[config.mk]
export PLATFORM = sky130hd
export DESIGN_NAME = load_store_unit_flat
export DESIGN_NICKNAME = d
export VERILOG_FILES = /design/src/rtl/load_store_unit_if.sv /design/src/rtl/load_store_unit.sv /design/src/flat_wrapper.sv
export SDC_FILE = /design/constraint.sdc
export NUM_CORES = 1
export LEC_CHECK = 0
export CORE_MARGIN = 2
export CORE_UTILIZATION = 30
export DETAILED_ROUTE_END_ITERATION = 10
export GPL_TIMING_DRIVEN = 0
export PLACE_DENSITY_LB_ADDON = 0.25
export SLEW_MARGIN = 10
export SYNTH_ARGS = -nofsm -noshare
export SYNTH_HDL_FRONTEND = slang
export SYNTH_SLANG_ARGS = --single-unit
[constraint.sdc]
create_clock -name clk -period 4.3 [get_ports clk]
set_input_delay 0.86 -clock clk [delete_from_list [all_inputs] [get_ports clk]]
set_output_delay 0.86 -clock clk [all_outputs]
set_load 0.01 [all_outputs]
[src/rtl/load_store_unit_if.sv]
// Data-side request/response and memory bus bundle for the load/store unit.
// The slave modport is the unit itself; the master modport is the core pipeline
// plus data memory that surround it.
interface load_store_unit_if #(
    parameter int REG_WIDTH = 64
);
    // request from the core pipeline
    logic                 req_valid;
    logic                 req_ready;
    logic                 req_is_store;
    logic [2:0]           req_funct3;
    logic [REG_WIDTH-1:0] req_base;
    logic [11:0]          req_offset;
    logic [REG_WIDTH-1:0] req_wdata;

    // completion back to writeback
    logic                 resp_valid;
    logic [REG_WIDTH-1:0] resp_rdata;
    logic                 resp_misaligned;
    logic                 resp_illegal;
    logic [REG_WIDTH-1:0] resp_addr;

    // data-memory port
    logic                 MemRead;
    logic                 MemWrite;
    logic                 MemSign;
    logic [1:0]           MemWidth;
    logic [REG_WIDTH-1:0] wdata;
    logic [REG_WIDTH-1:0] full_addr;
    logic [REG_WIDTH-1:0] rdata;

    modport slave (
        input  req_valid, req_is_store, req_funct3, req_base, req_offset, req_wdata, rdata,
        output req_ready, resp_valid, resp_rdata, resp_misaligned, resp_illegal, resp_addr,
        output MemRead, MemWrite, MemSign, MemWidth, wdata, full_addr
    );

    modport master (
        output req_valid, req_is_store, req_funct3, req_base, req_offset, req_wdata, rdata,
        input  req_ready, resp_valid, resp_rdata, resp_misaligned, resp_illegal, resp_addr,
        input  MemRead, MemWrite, MemSign, MemWidth, wdata, full_addr
    );
endinterface

[src/rtl/load_store_unit.sv]
// Load/store unit: takes one request at a time, forms the effective address,
// runs a single native-width memory cycle for aligned accesses and a byte-serial
// sequence (or a fault) for misaligned ones, then pulses a one-cycle response.
module load_store_unit #(
    parameter int REG_WIDTH        = 64,
    parameter bit ALLOW_MISALIGNED = 1'b1
) (
    input logic               clk,
    input logic               rst,
    load_store_unit_if.slave  lsu
);
    localparam int NBYTES = REG_WIDTH / 8;

    localparam logic [1:0] ST_IDLE   = 2'd0;
    localparam logic [1:0] ST_ACCESS = 2'd1;
    localparam logic [1:0] ST_SPLIT  = 2'd2;
    localparam logic [1:0] ST_RESP   = 2'd3;

    logic [1:0]           state_reg;
    logic                 is_store_reg;
    logic [2:0]           funct3_reg;
    logic [REG_WIDTH-1:0] ea_reg;
    logic [REG_WIDTH-1:0] wdata_reg;
    logic [2:0]           cnt_reg;
    logic                 illegal_reg;
    logic                 misaligned_reg;

    logic                 ready;
    logic                 accept;
    logic [REG_WIDTH-1:0] ea_next;
    logic [2:0]           size_mask_next;
    logic [2:0]           last_idx;
    logic                 illegal_next;
    logic                 misaligned_next;
    logic [REG_WIDTH-1:0] asm_flat;
    logic [REG_WIDTH-1:0] load_ext;
    logic                 in_access;
    logic                 in_split;
    logic                 in_resp;

    // size-1 for a funct3 width code; doubles as the alignment mask
    function automatic logic [2:0] size_mask(input logic [1:0] w);
        case (w)
            2'd0:    size_mask = 3'd0;
            2'd1:    size_mask = 3'd1;
            2'd2:    size_mask = 3'd3;
            default: size_mask = 3'd7;
        endcase
    endfunction

    assign ready           = (state_reg == ST_IDLE) && !rst;
    assign accept          = lsu.req_valid && ready;
    assign ea_next         = lsu.req_base + {{(REG_WIDTH-12){lsu.req_offset[11]}}, lsu.req_offset};
    assign size_mask_next  = size_mask(lsu.req_funct3[1:0]);
    assign illegal_next    = lsu.req_is_store ? lsu.req_funct3[2] : (lsu.req_funct3 == 3'b111);
    assign misaligned_next = |(ea_next[2:0] & size_mask_next);
    assign last_idx        = size_mask(funct3_reg[1:0]);

    // Sequencer: latch the request on accept and walk IDLE -> ACCESS/SPLIT -> RESP
    always_ff @(posedge clk) begin
        if (rst) begin
            state_reg      <= ST_IDLE;
            is_store_reg   <= 1'b0;
            funct3_reg     <= 3'd0;
            ea_reg         <= '0;
            wdata_reg      <= '0;
            cnt_reg        <= 3'd0;
            illegal_reg    <= 1'b0;
            misaligned_reg <= 1'b0;
        end else begin
            case (state_reg)
                ST_IDLE: begin
                    if (accept) begin
                        is_store_reg   <= lsu.req_is_store;
                        funct3_reg     <= lsu.req_funct3;
                        ea_reg         <= ea_next;
                        wdata_reg      <= lsu.req_wdata;
                        cnt_reg        <= 3'd0;
                        illegal_reg    <= illegal_next;
                        // an illegal encoding reports only the illegal flag
                        misaligned_reg <= !illegal_next && misaligned_next && !ALLOW_MISALIGNED;
                        if (illegal_next)
                            state_reg <= ST_RESP;
                        else if (!misaligned_next)
                            state_reg <= ST_ACCESS;
                        else if (ALLOW_MISALIGNED)
                            state_reg <= ST_SPLIT;
                        else
                            state_reg <= ST_RESP;
                    end
                end
                ST_ACCESS: state_reg <= ST_RESP;
                ST_SPLIT: begin
                    cnt_reg <= cnt_reg + 3'd1;
                    if (cnt_reg == last_idx)
                        state_reg <= ST_RESP;
                end
                default: state_reg <= ST_IDLE;
            endcase
        end
    end

    // Load assembly register, one byte lane per generate iteration
    for (genvar gi = 0; gi < NBYTES; gi++) begin : g_asm
        logic [7:0] byte_reg;

        // Clear on accept; capture the full lane on an aligned load, or memory
        // byte 0 when the split counter reaches this lane
        always_ff @(posedge clk) begin
            if (rst || accept)
                byte_reg <= 8'd0;
            else if (state_reg == ST_ACCESS && !is_store_reg)
                byte_reg <= lsu.rdata[gi*8 +: 8];
            else if (state_reg == ST_SPLIT && !is_store_reg && cnt_reg == 3'(gi))
                byte_reg <= lsu.rdata[7:0];
        end

        assign asm_flat[gi*8 +: 8] = byte_reg;
    end

    // Extend the assembled value from the access width; re-extending data that
    // memory already extended is harmless, so both paths share this
    always_comb begin
        load_ext = asm_flat;
        case (funct3_reg[1:0])
            2'd0: load_ext = funct3_reg[2] ? {{(REG_WIDTH-8){1'b0}}, asm_flat[7:0]}
                                           : {{(REG_WIDTH-8){asm_flat[7]}}, asm_flat[7:0]};
            2'd1: load_ext = funct3_reg[2] ? {{(REG_WIDTH-16){1'b0}}, asm_flat[15:0]}
                                           : {{(REG_WIDTH-16){asm_flat[15]}}, asm_flat[15:0]};
            2'd2: load_ext = funct3_reg[2] ? {{(REG_WIDTH-32){1'b0}}, asm_flat[31:0]}
                                           : {{(REG_WIDTH-32){asm_flat[31]}}, asm_flat[31:0]};
            default: load_ext = asm_flat;
        endcase
    end

    // Reset gates every output so an aborted split stops writing immediately
    assign in_access = !rst && (state_reg == ST_ACCESS);
    assign in_split  = !rst && (state_reg == ST_SPLIT);
    assign in_resp   = !rst && (state_reg == ST_RESP);

    // Memory port drive: native width in ACCESS, byte lane in SPLIT, idle otherwise
    always_comb begin
        lsu.MemRead   = 1'b0;
        lsu.MemWrite  = 1'b0;
        lsu.MemSign   = 1'b0;
        lsu.MemWidth  = 2'd0;
        lsu.wdata     = '0;
        lsu.full_addr = '0;
        if (in_access) begin
            lsu.MemRead   = !is_store_reg;
            lsu.MemWrite  = is_store_reg;
            lsu.MemWidth  = funct3_reg[1:0];
            lsu.MemSign   = is_store_reg ? 1'b0 : funct3_reg[2];
            lsu.full_addr = ea_reg;
            lsu.wdata     = wdata_reg;
        end else if (in_split) begin
            lsu.MemRead   = !is_store_reg;
            lsu.MemWrite  = is_store_reg;
            lsu.MemWidth  = 2'd0;
            lsu.MemSign   = 1'b1;
            lsu.full_addr = ea_reg + {{(REG_WIDTH-3){1'b0}}, cnt_reg};
            lsu.wdata     = {{(REG_WIDTH-8){1'b0}}, wdata_reg[{cnt_reg, 3'b000} +: 8]};
        end
    end

    // Response fields are only non-zero during the single RESP cycle
    always_comb begin
        lsu.resp_valid      = in_resp;
        lsu.resp_misaligned = in_resp && misaligned_reg;
        lsu.resp_illegal    = in_resp && illegal_reg;
        lsu.resp_addr       = in_resp ? ea_reg : '0;
        lsu.resp_rdata      = '0;
        if (in_resp && !is_store_reg && !illegal_reg && !misaligned_reg)
            lsu.resp_rdata = load_ext;
    end

    assign lsu.req_ready = ready;
endmodule

[src/flat_wrapper.sv]
// flat-port wrapper written by rule: the top's interface ports become plain ports
module load_store_unit_flat 
#(
    parameter int REG_WIDTH        = 64,
    parameter bit ALLOW_MISALIGNED = 1'b1
)
  (clk, rst, lsu_req_valid, lsu_req_is_store, lsu_req_funct3, lsu_req_base, lsu_req_offset, lsu_req_wdata, lsu_rdata, lsu_req_ready, lsu_resp_valid, lsu_resp_rdata, lsu_resp_misaligned, lsu_resp_illegal, lsu_resp_addr, lsu_MemRead, lsu_MemWrite, lsu_MemSign, lsu_MemWidth, lsu_wdata, lsu_full_addr);
  load_store_unit_if #(.REG_WIDTH(REG_WIDTH)) lsu_i ();
  input logic clk;
  input logic rst;
  input wire logic [$bits(lsu_i.req_valid)-1:0] lsu_req_valid;
  input wire logic [$bits(lsu_i.req_is_store)-1:0] lsu_req_is_store;
  input wire logic [$bits(lsu_i.req_funct3)-1:0] lsu_req_funct3;
  input wire logic [$bits(lsu_i.req_base)-1:0] lsu_req_base;
  input wire logic [$bits(lsu_i.req_offset)-1:0] lsu_req_offset;
  input wire logic [$bits(lsu_i.req_wdata)-1:0] lsu_req_wdata;
  input wire logic [$bits(lsu_i.rdata)-1:0] lsu_rdata;
  output wire logic [$bits(lsu_i.req_ready)-1:0] lsu_req_ready;
  output wire logic [$bits(lsu_i.resp_valid)-1:0] lsu_resp_valid;
  output wire logic [$bits(lsu_i.resp_rdata)-1:0] lsu_resp_rdata;
  output wire logic [$bits(lsu_i.resp_misaligned)-1:0] lsu_resp_misaligned;
  output wire logic [$bits(lsu_i.resp_illegal)-1:0] lsu_resp_illegal;
  output wire logic [$bits(lsu_i.resp_addr)-1:0] lsu_resp_addr;
  output wire logic [$bits(lsu_i.MemRead)-1:0] lsu_MemRead;
  output wire logic [$bits(lsu_i.MemWrite)-1:0] lsu_MemWrite;
  output wire logic [$bits(lsu_i.MemSign)-1:0] lsu_MemSign;
  output wire logic [$bits(lsu_i.MemWidth)-1:0] lsu_MemWidth;
  output wire logic [$bits(lsu_i.wdata)-1:0] lsu_wdata;
  output wire logic [$bits(lsu_i.full_addr)-1:0] lsu_full_addr;
  assign lsu_i.req_valid = lsu_req_valid;
  assign lsu_i.req_is_store = lsu_req_is_store;
  assign lsu_i.req_funct3 = lsu_req_funct3;
  assign lsu_i.req_base = lsu_req_base;
  assign lsu_i.req_offset = lsu_req_offset;
  assign lsu_i.req_wdata = lsu_req_wdata;
  assign lsu_i.rdata = lsu_rdata;
  assign lsu_req_ready = lsu_i.req_ready;
  assign lsu_resp_valid = lsu_i.resp_valid;
  assign lsu_resp_rdata = lsu_i.resp_rdata;
  assign lsu_resp_misaligned = lsu_i.resp_misaligned;
  assign lsu_resp_illegal = lsu_i.resp_illegal;
  assign lsu_resp_addr = lsu_i.resp_addr;
  assign lsu_MemRead = lsu_i.MemRead;
  assign lsu_MemWrite = lsu_i.MemWrite;
  assign lsu_MemSign = lsu_i.MemSign;
  assign lsu_MemWidth = lsu_i.MemWidth;
  assign lsu_wdata = lsu_i.wdata;
  assign lsu_full_addr = lsu_i.full_addr;
  load_store_unit #(.REG_WIDTH(REG_WIDTH), .ALLOW_MISALIGNED(ALLOW_MISALIGNED)) u_core (.clk(clk), .rst(rst), .lsu(lsu_i));
endmodule
==> summary.txt, run 1 <==
Min path
  • Worst hold path depth: 2
  • Hold Crit Start: u_core.ea_reg[63]
  • Worst Hold End: u_core.ea_reg[63]
  • Hold crit path type: flip-flop to flip-flop

Status
  • Failing checks: negative setup slack
  • Status: finished, violations left

Yosys
  • Syn Area/Cell: 7.30 sq um
  • Share of the synthesized area in the top cell type: 26.6%
  • Number of flops mapped to enable cells by yosys: 0
  • Cell area after synthesis: 15200 sq um
  • Most area-hungry cell type in the Yosys netlist: dfxtp_1
  • Post-Synthesis Net Count: 2375
  • Yosys reg bits: 202
  • Sequential share of the synthesized area: 26.6%
  • Syn. warnings: 0
  • Top FF cell, synth: dfxtp_1
  • Top post-synthesis cells by area: dfxtp_1 27%, o21ai_0 7.5%, a21oi_1 6.6%
  • Synth cell types: 76
  • Post-Syn Instances: 2085
  • FFs w/ async S/R, synth: 0%

Routing
  • Via/cell ratio: 5.40
  • DRC: 0
  • Initial DRC count: 1243
  • Pre-antenna DRT Iters: 6
  • Via count: 17800
  • Drt wl/cell: 21.7 um
  • WL final: 71700 um
  • Remaining antenna violation count: 0

Placement
  • Cell count after placement: 3232
  • Pre-CTS WS: -1380 ps
  • Final RePlAce weighted congestion: 0.941
  • Post-DP HPWL: 56200 um
  • PortBufs: 474
  • Placed Area: 20800 sq um

Clocking
  • Worst skew pair latency: 550 ps
  • Clk pin slew, worst setup/hold paths: 70 ps
  • CTS tree: yes
  • Max clock buf depth: 3
  • Clk root buf: clkbuf_16
  • H-tree depth: 1
  • Inserted Clock Buffers: 25
  • Clk sink count: 202

Timing
  • Max-slew violations: 0
  • RSZ-0062 raised after global routing: true
  • F_max: 232 MHz
  • Slew @ Worst Pin: 1070 ps
  • Fin. Hold Viols: 0
  • Period utilization: 100%
  • Final setup vio count: 1
  • WHS: 480 ps
  • Final min period: 4310 ps
  • Slack of the critical path: -7.88 ps
  • Clock Skew: 20.5 ps
  • Worst slew margin: 28.4%

Floorplan
  • Core area: 50200 sq um
  • Top-Level Pins: 476
  • Initial core utilization: 30.4%
  • Site row count: 82
  • Die X: 229 um
  • Die area: 52600 sq um
  • Die Ht: 229 um

Power and ir drop
  • Peak VDD IR: 0.235 mV
  • Power per cell area: 392 nW/um^2
  • Power Total: 0.00879 W
  • Leakage power: 8.70 nW

GRT
  • Largest net degree at the start of global routing: 38
  • GR Util All Layers: 26.0%
  • Vias in the first global route: 17400
  • Initial antenna violation count: 4
  • Global-route wire length before repair: 106000 um
  • Grt total ovfl: 0

Setup path
  • Worst-path fanout max: 4
  • Reg2Reg Depth: 9
  • Arrival @ worst endpoint: 3450 ps
  • CP endpoint kind: primary output
  • Setup CP Type: flip-flop to primary output
  • Reg2reg start: u_core.state_reg[0]
  • Worst reg2reg setup slack: 340 ps
  • Reg2reg end: u_core.is_store_reg
  • WP data required: 3440 ps
  • Critical Path Start Type: flip-flop

Job
  • Max cap viols: 0

Finish
  • Fin nets: 2896
  • Cell area after layout: 22400 sq um
  • Final Non-Filler Cells: 3299
  • Layout cell share with drive strength beyond 1: 8.88%
  • Area grow syn2layout: 47.3%
[worst max-delay path: stages, from the launching register on]
cell      delay [ps]
dfxtp_4          360
ha_4             140
inv_2             30
fa_2             360
nor2b_2          160
o211ai_1         100
buf_4            180
nor4_4           280
buf_4            180
and3_4           190
and2_4           170
nand3_4          110
nor2_4           180
a21oi_2           70
o21ai_1          140
o21ai_1           80
buf_2            150
[per-layer routing]
metal,GRT usage (%),wire length (um),vias to the layer above
met4,7.75,1990,0
met3,4.27,5210,111
met5,0,0,-
li1,-,-,8447
met1,33.7,30800,8541
met2,44.2,33700,716
[cell usage after synthesis (11+ instances only)]
cell type,count
inv_1,30
mux2i_1,21
o31ai_1,19
nand3_1,35
xnor2_1,37
a211oi_1,59
o21ai_0,228
xor2_1,30
clkbuf_1,132
dfxtp_1,202
o21bai_1,11
and2_1,131
a31oi_1,23
nand3b_1,32
and3_1,28
a21oi_1,200
nand2b_1,76
nand4_1,23
a21o_1,49
nor2_1,163
nor3_1,14
o21a_1,38
nand2_1,260
o21ai_1,23
ha_1,77
mux4_2,16
nor2b_1,22
[logic make-up (layout without fill, tap and decap cells)]
family / after synthesis / after routing / synth area share [%]
AND/OR/NAND/NOR: 823 / 823 / 27.1
AO/OA/AOI/OAI: 698 / 698 / 27.6
flip-flops: 202 / 202 / 26.6
buffers and inverters: 178 / 718 / 4.49
adder cells (fa/ha/maj): 79 / 79 / 6.59
XOR/XNOR: 67 / 67 / 3.85
multiplexers: 37 / 37 / 3.75
other: 1 / 3 / 0.0246
[cell usage in the layout (no fill, tap or decap), drive strengths merged, types with 76 or more instances in the layout]
cell	n
a21oi	200
nand2	260
o21ai	251
ha	77
nor2	164
clkbuf	163
clkdlybuf4s50	437
dfxtp	202
and2	132
nand2b	76
[worst max-delay path by stage]
stage | start | depth (start not counted) | to | slack, ps
2_1_floorplan | u_core.cnt_reg[0] | 12 | lsu_full_addr[60] | 660
3_3_place_gp | lsu_req_offset[11] | 11 | u_core.ea_reg[51] | -1940
3_5_place_dp | rst | 7 | lsu_full_addr[58] | -1380
4_1_cts | u_core.cnt_reg[1] | 12 | lsu_full_addr[49] | -90
5_1_grt | u_core.cnt_reg[0] | 16 | lsu_full_addr[60] | -150
6_report | u_core.cnt_reg[0] | 16 | lsu_full_addr[60] | -8
[cell type report]
cell class | instances | area [sq um]
flip-flops and latches | 202 | 4060
multi-input cells | 1705 | 10900
clock inverters | 12 | 223
clock buffers | 34 | 729
plain buffers | 143 | 618
diodes | 2 | 5.00
well taps | 672 | 841
repair buffers | 499 | 4950
inverters | 30 | 113
fillers | 5012 | 27700
[metrics by stage]
| stage | TNS, ps | util, % |
|---|---|---|
| final | -7.88 | 44.7 |
| after global placement | -156590 | 41.5 |
| after global routing | -564 | 44.7 |
| after CTS | -241 | 44.1 |
| after floorplan | 0 | - |
| after detailed placement | -94590 | 41.5 |
[report_power, final]
group          total [W]  leakage [nW]  switching [W]  internal (W)
clock            0.00245         0.462       0.000901       0.00155
combinational    0.00352          6.58        0.00216       0.00136
sequential       0.00282          1.66       0.000501       0.00232
total            0.00879          8.70        0.00357       0.00523
[timing repair]
action	in CTS	in global routing
hold buffers	0	0
gates resized for setup	150	91
setup endpoints to repair	231	76
pin swaps	12	24
buffers inserted	11	14
No activity file was read; power rests on OpenSTA's default activity.
==> run 2: changes to the inputs <==
MAX_ROUTING_LAYER = met4   (was not set)
==> run 2 against run 1 <==
Compared with the run above: via count decreased by 0.22%; largest power group unchanged; count of clock-buffer cells in the layout is the same; largest cell class unchanged; die area stayed put; utilization shrank 0.54 points; highest routed layer unchanged; hold slack gained 2.4 ps; total power fell by 3.9%; the run now ends clean.
==> summary.txt, run 2 (synthesis gave the netlist of run 1 again) <==
Status
  • Status: finished, final reports clean

Finish
  • Final Non-Filler Cells: 3289 (-0.30%)
  • Fin nets: 2889 (-0.24%)
  • Commonest non-fill, non-tap cell in the layout: clkdlybuf4s50_1
  • Most frequent cells in the layout: 444 x clkdlybuf4s50_1, 259 x nand2_1, 205 x o21ai_0, 194 x a21oi_1, 194 x dfxtp_1
  • Multi-input logic area: 10800 sq um (-0.38%)
  • # fillers: 5018 (+0.12%)
  • Layout cell share with drive strength beyond 1: 7.99% (-0.88 points)
  • Area grow syn2layout: 45.5%
  • Register Area: 4060 sq um (about the same)

Floorplan
  • Die X: 229 um (unchanged)
  • Top-Level Pins: 476 (unchanged)
  • Initial core utilization: 30.4% (unchanged)
  • Core area: 50200 sq um (unchanged)
  • Die area: 52600 sq um (unchanged)
  • Site row count: 82 (unchanged)
  • Die Ht: 229 um (unchanged)

Setup path
  • Arrival @ worst endpoint: 3410 ps (-40 ps)
  • CP endpoint kind: primary output
  • Worst-path fanout max: 10 (+6)
  • Critical Path Start Type: input port
  • Setup CP Type: input port to primary output
  • WP data required: 3440 ps (about the same)

Routing
  • Via/cell ratio: 5.40 (about the same)
  • Remaining antenna violation count: 0 (unchanged)
  • Via count: 17800 (-0.22%)
  • Initial DRC count: 1269 (+2.1%)
  • Pre-antenna DRT Iters: 6 (unchanged)
  • Drt wl/cell: 21.9 um (+0.74%)
  • DRC: 0 (unchanged)
  • WL final: 72000 um (+0.43%)

Placement
  • Cell count after placement: 3232 (unchanged)
  • Post-DP HPWL: 56600 um (+0.79%)
  • PortBufs: 474 (unchanged)
  • Pre-CTS WS: -1350 ps (+25.6 ps)
  • Final RePlAce weighted congestion: 1.01 (+7.0%)

Timing
  • Clock Skew: 9.58 ps (-10.9 ps)
  • F_max: 234 MHz (+0.88%)
  • RSZ-0062 raised after global routing: true
  • Worst slew margin: 29.9% (+1.5 points)
  • Max-slew violations: 0 (unchanged)
  • Fin. Hold Viols: 0 (unchanged)
  • Final setup vio count: 0 (-1)
  • Slack of the critical path: 29.7 ps (+37.6 ps)
  • Period utilization: 99.3% (-0.87 points)
  • Final min period: 4270 ps (-37.6 ps)
  • Slew @ Worst Pin: 1050 ps (-24.8 ps)
  • Setup TNS: 0 ps (+7.88 ps)
  • WHS: 482 ps (+2.37 ps)

GRT
  • GR Util All Layers: 27.0% (+0.99 points)
  • Initial antenna violation count: 4 (unchanged)
  • Grt total ovfl: 0 (unchanged)
  • Largest net degree at the start of global routing: 38 (unchanged)
  • Global-route wire length before repair: 107000 um (+0.64%)
  • Vias in the first global route: 17300 (-0.26%)

Clocking
  • Clk pin slew, worst setup/hold paths: 60 ps (about the same)
  • CTS tree: yes
  • H-tree depth: 1 (unchanged)
  • Max clock buf depth: 3 (unchanged)
  • Clk sink count: 202 (unchanged)
  • Hold-fix buffers, CTS: 0 (unchanged)
  • Inserted Clock Buffers: 24 (-4.0%)
  • Worst skew pair latency: 530 ps (-20 ps)
  • Clk root buf: clkbuf_16

Power and ir drop
  • Power per cell area: 382 nW/um^2 (-2.7%)
  • Power Total: 0.00845 W (-3.9%)
  • Leakage power: 8.43 nW (-3.1%)
  • Peak VDD IR: 0.230 mV (-2.2%)

Min path
  • Hold crit path type: flip-flop to flip-flop

Job
  • Max cap viols: 0 (unchanged)
[run 2: cell count changes in the layout (fill, tap and decap cells not counted), sizes merged]
cell | before | now
buf | 48 | 37
bufinv | 6 | 2
clkinvlp | 2 | 0
dlygate4sd2 | 7 | 13
clkdlybuf4s50 | 437 | 444
clkinv | 3 | 6
inv | 31 | 30
clkbuf | 163 | 164
dlymetal6s2s | 18 | 9
[run 2: metal layers]
layer  vias to the layer above  routed length, um  part of all wire, %  GRT usage, %
li1                       8436                  -                    -             -
met1                      8520              31500                   44          35.0
met2                       734              34400                   48          45.0
met3                        86               4450                  6.2          2.75
met4                         0               1660                  2.3          6.84
met5                         -                  0                    0             -
[run 2: path summary, 6_finish.rpt]
kind                                     from                     endpoint  slack (ps)  cells past startpoint
hold / removal    u_core.g_asm[0].byte_reg[1]  u_core.g_asm[0].byte_reg[1]         480                      2
hold reg to reg   u_core.g_asm[0].byte_reg[1]  u_core.g_asm[0].byte_reg[1]         480                      2
setup / recovery                          rst            lsu_full_addr[25]          30                      7
setup reg to reg          u_core.state_reg[0]          u_core.is_store_reg         360                      9
[run 2: cell type report]
cell class	count	area share [%]
repair buffers	492	22.0
clock inverters	8	0.407
inverters	30	0.508
multi-input cells	1705	49.0
clock buffers	34	3.20
well taps	672	3.80
plain buffers	144	2.77
diodes	2	0.0226
flip-flops and latches	202	18.3
[run 2: power by group]
part           internal (W)  switching [W]  total (W)
clock               0.00126       0.000861    0.00212
sequential          0.00232       0.000497    0.00282
combinational       0.00135        0.00216    0.00351
total               0.00494        0.00352    0.00845
[run 2: stage by stage]
stage                     area [sq um]  utilization, %
after global placement           20800            41.5
after CTS                        21900            43.7
final                            22200            44.1
after floorplan                  15200               -
after global routing             22200            44.1
after detailed placement         20800            41.5
[run 2: worst max-delay path: stages]
cell and delay [ps]:
clkdlybuf4s50_1 460, clkbuf_4 260, nor2_4 350, clkbuf_4 360
nand2_1 70, o21ai_0 390, clkdlybuf4s50_1 650
[run 2: timing repair]
action,CTS,global route
pin swaps,8,12
gates resized for setup,136,66
endpoints found under the setup margin,233,67
setup buffers,8,9
